`src/rtl/sisc_prog_loader.sv`:
```
`default_nettype none
// ============================================================================
//  Module      : sisc_prog_loader
//  Description : Synthesizable program loader that sits in front of the SISC
//                processor. It receives a framed byte stream, assembles
//                32-bit words (MSB byte first) and writes them to the
//                instruction/data memory starting at address 0. The CPU is
//                held in reset until the image is loaded (and, optionally,
//                its checksum verified).
//
//                Frame: count[15:8], count[7:0], N x 4 payload bytes,
//                       [checksum byte = XOR of all payload bytes]
//
//  Build option: LOADER_CSUM_EN
//                  defined   - trailing checksum byte expected and checked
//                  undefined - no checksum byte; DONE follows the last write
//
//  Ports       : clk        system clock, rising edge
//                rst_n      asynchronous active-low reset
//                in_valid   stream byte valid
//                in_ready   loader can accept a byte (combinational)
//                in_data    stream byte
//                start      one-cycle pulse, re-arms from DONE or ERR
//                mem_we     memory write strobe, one cycle per word
//                mem_addr   memory write address
//                mem_wdata  memory write data
//                cpu_reset  active-high processor reset, high until DONE
//                done       image loaded (and verified)
//                err        bad count or checksum mismatch
//
//  Revision    : 1.0 - initial release
// ============================================================================
module sisc_prog_loader #(
    parameter int WIDTH    = 32,
    parameter int ADDRSIZE = 12
) (
    input  logic                clk,
    input  logic                rst_n,
    input  logic                in_valid,
    output logic                in_ready,
    input  logic [7:0]          in_data,
    input  logic                start,
    output logic                mem_we,
    output logic [ADDRSIZE-1:0] mem_addr,
    output logic [WIDTH-1:0]    mem_wdata,
    output logic                cpu_reset,
    output logic                done,
    output logic                err
);

    // Number of memory words; a count equal to this fills the whole memory.
    localparam logic [31:0] c_MEMSIZE = 32'(1) << ADDRSIZE;

    typedef enum logic [2:0] {
        S_HDR_HI = 3'd0,
        S_HDR_LO = 3'd1,
        S_DATA   = 3'd2,
`ifdef LOADER_CSUM_EN
        S_CSUM   = 3'd3,
`endif
        S_DONE   = 3'd4,
        S_ERR    = 3'd5
    } state_t;

    state_t              r_state;
    state_t              w_state_next;

    // Header / word bookkeeping. The word counter is one bit wider than the
    // address so that a full-memory frame (count == MEMSIZE) is representable.
    logic [7:0]          r_count_hi;
    logic [ADDRSIZE:0]   r_count;
    logic [ADDRSIZE:0]   r_word_idx;
    logic [ADDRSIZE:0]   w_word_idx_inc;
    logic [1:0]          r_byte_cnt;

    // Only the first three bytes of a word need storing; the fourth comes
    // straight from in_data when the word is written.
    logic [WIDTH-9:0]    r_asm;
    logic [7:0]          r_csum;

    logic                r_mem_we;
    logic [ADDRSIZE-1:0] r_mem_addr;
    logic [WIDTH-1:0]    r_mem_wdata;

    logic                w_xfer;
    logic                w_rearm;
    logic [15:0]         w_count;
    logic                w_count_bad;
    logic                w_word_end;
    logic                w_last_word;

`ifndef LOADER_CSUM_EN
    // Set while the final word's write strobe is on the bus; the loader
    // moves to DONE once that write has been issued and accepts no further
    // bytes in the meantime.
    logic                r_last;
`endif

    assign w_count        = {r_count_hi, in_data};
    assign w_count_bad    = (w_count == 16'd0) || ({16'd0, w_count} > c_MEMSIZE);
    assign w_word_end     = (r_byte_cnt == 2'd3);
    assign w_word_idx_inc = r_word_idx + {{ADDRSIZE{1'b0}}, 1'b1};
    assign w_last_word    = (w_word_idx_inc == r_count);

    assign mem_we    = r_mem_we;
    assign mem_addr  = r_mem_addr;
    assign mem_wdata = r_mem_wdata;

    // ------------------------------------------------------------------
    // State register
    // ------------------------------------------------------------------
    always_ff @(posedge clk or negedge rst_n) begin
        if (!rst_n) begin
            r_state <= S_HDR_HI;
        end else begin
            r_state <= w_state_next;
        end
    end

    // ------------------------------------------------------------------
    // Next-state and state-decoded outputs
    // ------------------------------------------------------------------
    always_comb begin
        w_state_next = r_state;
        in_ready     = 1'b0;
        done         = 1'b0;
        err          = 1'b0;
        cpu_reset    = 1'b1;
        w_xfer       = 1'b0;
        w_rearm      = 1'b0;

        unique case (r_state)
            S_HDR_HI: begin
                in_ready = 1'b1;
                w_xfer   = in_valid;
                if (w_xfer) begin
                    w_state_next = S_HDR_LO;
                end
            end

            S_HDR_LO: begin
                in_ready = 1'b1;
                w_xfer   = in_valid;
                if (w_xfer) begin
                    w_state_next = w_count_bad ? S_ERR : S_DATA;
                end
            end

            S_DATA: begin
`ifdef LOADER_CSUM_EN
                in_ready = 1'b1;
                w_xfer   = in_valid;
                if (w_xfer && w_word_end && w_last_word) begin
                    w_state_next = S_CSUM;
                end
`else
                in_ready = !r_last;
                w_xfer   = in_valid && !r_last;
                if (r_last) begin
                    w_state_next = S_DONE;
                end
`endif
            end

`ifdef LOADER_CSUM_EN
            S_CSUM: begin
                in_ready = 1'b1;
                w_xfer   = in_valid;
                if (w_xfer) begin
                    w_state_next = (in_data == r_csum) ? S_DONE : S_ERR;
                end
            end
`endif

            S_DONE: begin
                done      = 1'b1;
                cpu_reset = 1'b0;
                if (start) begin
                    w_rearm      = 1'b1;
                    w_state_next = S_HDR_HI;
                end
            end

            S_ERR: begin
                err = 1'b1;
                if (start) begin
                    w_rearm      = 1'b1;
                    w_state_next = S_HDR_HI;
                end
            end

            default: begin
                w_state_next = S_HDR_HI;
            end
        endcase
    end

    // ------------------------------------------------------------------
    // Datapath: header latch, word assembly, checksum and write port
    // ------------------------------------------------------------------
    always_ff @(posedge clk or negedge rst_n) begin
        if (!rst_n) begin
            r_count_hi  <= 8'd0;
            r_count     <= '0;
            r_word_idx  <= '0;
            r_byte_cnt  <= 2'd0;
            r_asm       <= '0;
            r_csum      <= 8'd0;
            r_mem_we    <= 1'b0;
            r_mem_addr  <= '0;
            r_mem_wdata <= '0;
`ifndef LOADER_CSUM_EN
            r_last      <= 1'b0;
`endif
        end else begin
            // The write strobe is a single-cycle pulse by default.
            r_mem_we <= 1'b0;
`ifndef LOADER_CSUM_EN
            if (r_last) begin
                r_last <= 1'b0;
            end
`endif
            if (w_rearm) begin
                r_word_idx <= '0;
                r_csum     <= 8'd0;
                r_byte_cnt <= 2'd0;
            end else if (w_xfer) begin
                case (r_state)
                    S_HDR_HI: begin
                        r_count_hi <= in_data;
                    end

                    S_HDR_LO: begin
                        // Only meaningful when the count is legal, in which
                        // case it fits in ADDRSIZE+1 bits.
                        r_count <= w_count[ADDRSIZE:0];
                    end

                    S_DATA: begin
                        r_asm      <= {r_asm[WIDTH-17:0], in_data};
                        r_csum     <= r_csum ^ in_data;
                        r_byte_cnt <= r_byte_cnt + 2'd1;
                        if (w_word_end) begin
                            r_mem_we    <= 1'b1;
                            r_mem_addr  <= r_word_idx[ADDRSIZE-1:0];
                            r_mem_wdata <= {r_asm, in_data};
                            r_word_idx  <= w_word_idx_inc;
`ifndef LOADER_CSUM_EN
                            r_last      <= w_last_word;
`endif
                        end
                    end

                    default: begin
                    end
                endcase
            end
        end
    end

endmodule
`default_nettype wire

```
`config.mk`:
```
export PLATFORM = sky130hd
export DESIGN_NAME = sisc_prog_loader
export DESIGN_NICKNAME = d
export VERILOG_FILES = /design/src/rtl/sisc_prog_loader.sv
export SDC_FILE = /design/constraint.sdc
export NUM_CORES = 1
export LEC_CHECK = 0
export CELL_PAD_IN_SITES_DETAIL_PLACEMENT = 0
export CELL_PAD_IN_SITES_GLOBAL_PLACEMENT = 1
export CORE_MARGIN = 5
export CORE_UTILIZATION = 46
export CTS_BUF_LIST = sky130_fd_sc_hd__clkbuf_16
export DETAILED_ROUTE_END_ITERATION = 10
export GPL_ROUTABILITY_DRIVEN = 0
export PLACE_DENSITY = 0.92
export SYNTH_ARGS = -nofsm -noshare
export SYNTH_HDL_FRONTEND = slang
export SYNTH_SLANG_ARGS = --single-unit
```
`constraint.sdc`:
```
create_clock -name clk -period 4.95 [get_ports clk]
set_clock_uncertainty 0.15 [all_clocks]
set_input_delay 0.495 -clock clk [delete_from_list [all_inputs] [get_ports clk]]
set_output_delay 0.495 -clock clk [all_outputs]
set_load 0.005 [all_outputs]
```
==> metrics.md <==
| Metric | Value |
|---|---|
| IO Port Bufs | `60` |
| Data arrival time at the worst-slack endpoint | `2.88 ns` |
| Biggest area contributors in the synthesized netlist | `sky130_fd_sc_hd__dfrtp_1 57%, sky130_fd_sc_hd__nand2_1 11%, sky130_fd_sc_hd__mux2_2 10%` |
| Post-layout minimum cycle time | `2.79 ns` |
| Maximum count of clock buffers along a single path | `2` |
| Post-CTS resize count | `0` |
| Proportion of register bits with asynchronous set or reset after synthesis | `1.00` |
| Summed instance area of the synthesized netlist | `4770 um2` |
| Antenna diode instance count | `0` |
| Via count of the first global-routing pass | `3662` |
| Worst R2R Start | `r_state[1]` |
| Cell type contributing the most total cell area after synthesis | `sky130_fd_sc_hd__dfrtp_1` |
| Cells on worst reg2reg path | `6` |
| Startpoint class of the critical path | `input pin` |
| Wire length of the first global-routing pass | `18500 um` |
| Portion of the post-synthesis area used by sequential elements | `0.572` |
| Synthesized instance count | `460` |
| Setup violations, final | `0` |
| Vias after detailed routing | `3521` |
| Final design utilization | `0.562` |
| Antenna violations before repair | `0` |
| Max-cap violations | `0` |
| Initial standard-cell utilization of the core | `0.466` |
| TNS Setup | `0 ns` |
| Reg-to-reg setup timing slack | `2.27 ns` |
| Clock transition at the registers of the reported paths | `0.07 ns` |
| Clock net sink count | `109` |
| Hold-fix buffers at CTS | `0` |
| Clock Tree Root | `sky130_fd_sc_hd__clkbuf_16` |
| WS Path Type | `in -> reg` |
| Final Hold Violating Endpoints | `0` |
| Clock Latency Late Sink | `0.34 ns` |
| Remaining antenna violation count after routing | `0` |
| Post-Syn Nets | `474` |
| RSZ-0062 raised after global routing | `false` |
| Transition time at the pin with the least slew margin | `1.11 ns` |
| Total wirelength of the detailed-routed design | `10600 um` |
| # IOs | `61` |
| Number of design-rule violations left by the first detailed-router iteration | `188` |
| DIE HEIGHT | `112 um` |
| Multi-input gate area | `1920 um2` |
| Data required, critical path | `5.04 ns` |
| Worst setup slack before clock tree synthesis | `1.86 ns` |
| Peak clock frequency supported by timing | `358 MHz` |
| Number of levels in the clock H-tree | `3` |
| Rows | `37` |
| Post-DP HPWL | `6980 um` |
| Fin worst setup slack | `2.16 ns` |
| Share of cells above drive strength 1 | `0.128` |
| Period utilization | `0.564` |
| Total Die Area | `12500 um2` |
| Final Total Pwr | `0.00224 W` |
| Min-Delay Path Class | `in -> async` |
| Worst rel slew slack | `0.259` |
| Number of buffers inserted by post-CTS setup repair | `0` |
| Flop and latch count out of synthesis | `109` |
| Vias per cell | `5.42` |
| Endpoint type of the worst setup path | `register` |
| Die boundary width | `112 um` |
| P&R area growth vs syn | `20.7%` |
| Max IR drop VDD | `215 uV` |
| Net total in the final layout | `523` |
| Yosys synthesis warning count | `0` |
| Number of remaining DRC errors | `0` |
| Static Leakage | `2.74 nW` |
| Number of distinct library cells after synthesis | `44` |
| Total clock buffers created by CTS | `9` |
| Fillers | `867` |
| Top flip-flop cell by instance count after synthesis | `sky130_fd_sc_hd__dfrtp_1` |
| Power density cells | `390 nW/um2` |
| Storage cell area | `2730 um2` |
| CTS tree | `built` |
| Routed len/inst | `16.2 um` |
| Reg-to-reg critical path endpoint | `r_word_idx[12]` |
| Mean Syn Cell Area | `10.4 um2` |
| Count of final max-slew check failures | `0` |
| EDFF count, synth | `0` |
| Area share of the leading cell type in the synthesized netlist | `0.572` |
| Overflow left after global routing | `0` |
| Core box area | `10200 um2` |
| Pin count of the biggest net entering global routing | `66` |
| Crit-path max FO | `52` |
| First-pass iteration count of the detailed router | `4` |
| Global-route usage over all layers | `0.180` |
| Result of the run | `completed` |
cell usage after synthesis, types with 2 or more instances:
cell type	count
sky130_fd_sc_hd__a21oi_1	4
sky130_fd_sc_hd__a311o_1	2
sky130_fd_sc_hd__a31oi_1	3
sky130_fd_sc_hd__and2_1	4
sky130_fd_sc_hd__and3_1	3
sky130_fd_sc_hd__buf_2	6
sky130_fd_sc_hd__clkbuf_1	19
sky130_fd_sc_hd__dfrtp_1	109
sky130_fd_sc_hd__ha_1	2
sky130_fd_sc_hd__inv_1	6
sky130_fd_sc_hd__mux2_2	43
sky130_fd_sc_hd__nand2_1	146
sky130_fd_sc_hd__nand2b_1	3
sky130_fd_sc_hd__nand3_1	10
sky130_fd_sc_hd__nand4_1	5
sky130_fd_sc_hd__nor2_1	14
sky130_fd_sc_hd__nor2b_1	3
sky130_fd_sc_hd__nor3_1	3
sky130_fd_sc_hd__nor4_1	3
sky130_fd_sc_hd__o2111ai_1	4
sky130_fd_sc_hd__o21a_1	2
sky130_fd_sc_hd__o21ai_0	23
sky130_fd_sc_hd__o31ai_1	6
sky130_fd_sc_hd__or3_1	2
sky130_fd_sc_hd__xnor2_1	12
sky130_fd_sc_hd__xor2_1	5
layout make-up:
| type | instances | area share |
|---|---|---|
| clock buffer | 9 | 0.0392 |
| clock inverter | 7 | 0.0115 |
| inverter | 7 | 0.00457 |
| multi-input combinational | 319 | 0.333 |
| sequential | 109 | 0.474 |
| tap | 136 | 0.0296 |
| timing repair buffer | 63 | 0.108 |
sequential cells by signal (all words and copies together), names as in the netlist:
signal	flops
r_count	13
r_word_idx	13
r_asm	24
r_last	1
mem_wdata	32
r_byte_cnt	2
mem_we	1
r_count_hi	8
mem_addr	12
r_state	3
worst max-delay path: stages:
cell and delay [ns]:
sky130_fd_sc_hd__clkdlybuf4s50_1 0.48, sky130_fd_sc_hd__nor2b_1 0.34, sky130_fd_sc_hd__nand3_2 0.52, sky130_fd_sc_hd__clkinv_1 0.18, sky130_fd_sc_hd__buf_4 0.48, sky130_fd_sc_hd__and2_1 0.20
sky130_fd_sc_hd__o21ai_0 0.07, sky130_fd_sc_hd__o31ai_1 0.11
per-layer routing:
layer	track usage	share of wire
met3	0.0277	0.050
met2	0.283	0.47
met1	0.252	0.45
met5	0	0
met4	0.0689	0.021
placed cells by master, fill, tap and decap left out, types with 4 or more instances in the layout:
cell	instances
sky130_fd_sc_hd__o31ai_1	6
sky130_fd_sc_hd__mux2_2	43
sky130_fd_sc_hd__nand4_1	5
sky130_fd_sc_hd__o21ai_0	23
sky130_fd_sc_hd__dfrtp_1	109
sky130_fd_sc_hd__xnor2_1	12
sky130_fd_sc_hd__nand2_1	146
sky130_fd_sc_hd__a21oi_1	4
sky130_fd_sc_hd__xor2_1	5
sky130_fd_sc_hd__o2111ai_1	4
sky130_fd_sc_hd__and2_1	4
sky130_fd_sc_hd__clkdlybuf4s50_1	59
sky130_fd_sc_hd__clkbuf_16	9
sky130_fd_sc_hd__buf_4	4
sky130_fd_sc_hd__inv_1	8
sky130_fd_sc_hd__nand3_1	9
sky130_fd_sc_hd__nor2_1	14
where the power goes:
group | internal (W) | switching, W
registers | 0.00101 | 0.000118
clock network | 0.000390 | 0.000317
logic | 0.000223 | 0.000179
total | 0.00163 | 0.000615
how the worst max path moves through the flow:
stage	cells after the start	to	start	slack, ns
after detailed placement	8	r_word_idx[6]	in_valid	1.86
after global routing	8	r_word_idx[6]	in_valid	1.92
after global placement	8	r_word_idx[6]	in_valid	1.88
after floorplan	7	r_last	r_word_idx[0]	2.92
final	8	r_word_idx[6]	in_valid	2.16
after CTS	8	r_word_idx[6]	in_valid	2.17
cells by family after synthesis:
group / after synthesis / synth area share
DFF: 109 / 0.572
AOI/OAI and AO/OA: 52 / 0.0719
adders and majority gates: 2 / 0.00525
and+or+nand+nor: 205 / 0.191
muxes: 43 / 0.102
xor gates and xnor gates: 17 / 0.0312
buffers and inverters: 32 / 0.0268
through the flow:
step | hold slack [ns] | cell area (um2) | cells
detailed placement | 0.305 | 5460 | 634
CTS | 0.131 | 5750 | 650
finish | 0.0927 | 5750 | 650
global route | 0.188 | 5750 | 650
floorplan | 0.0494 | 4770 | 460
global placement | 0.294 | 5460 | 634
Power figures use the tool's default switching activity.
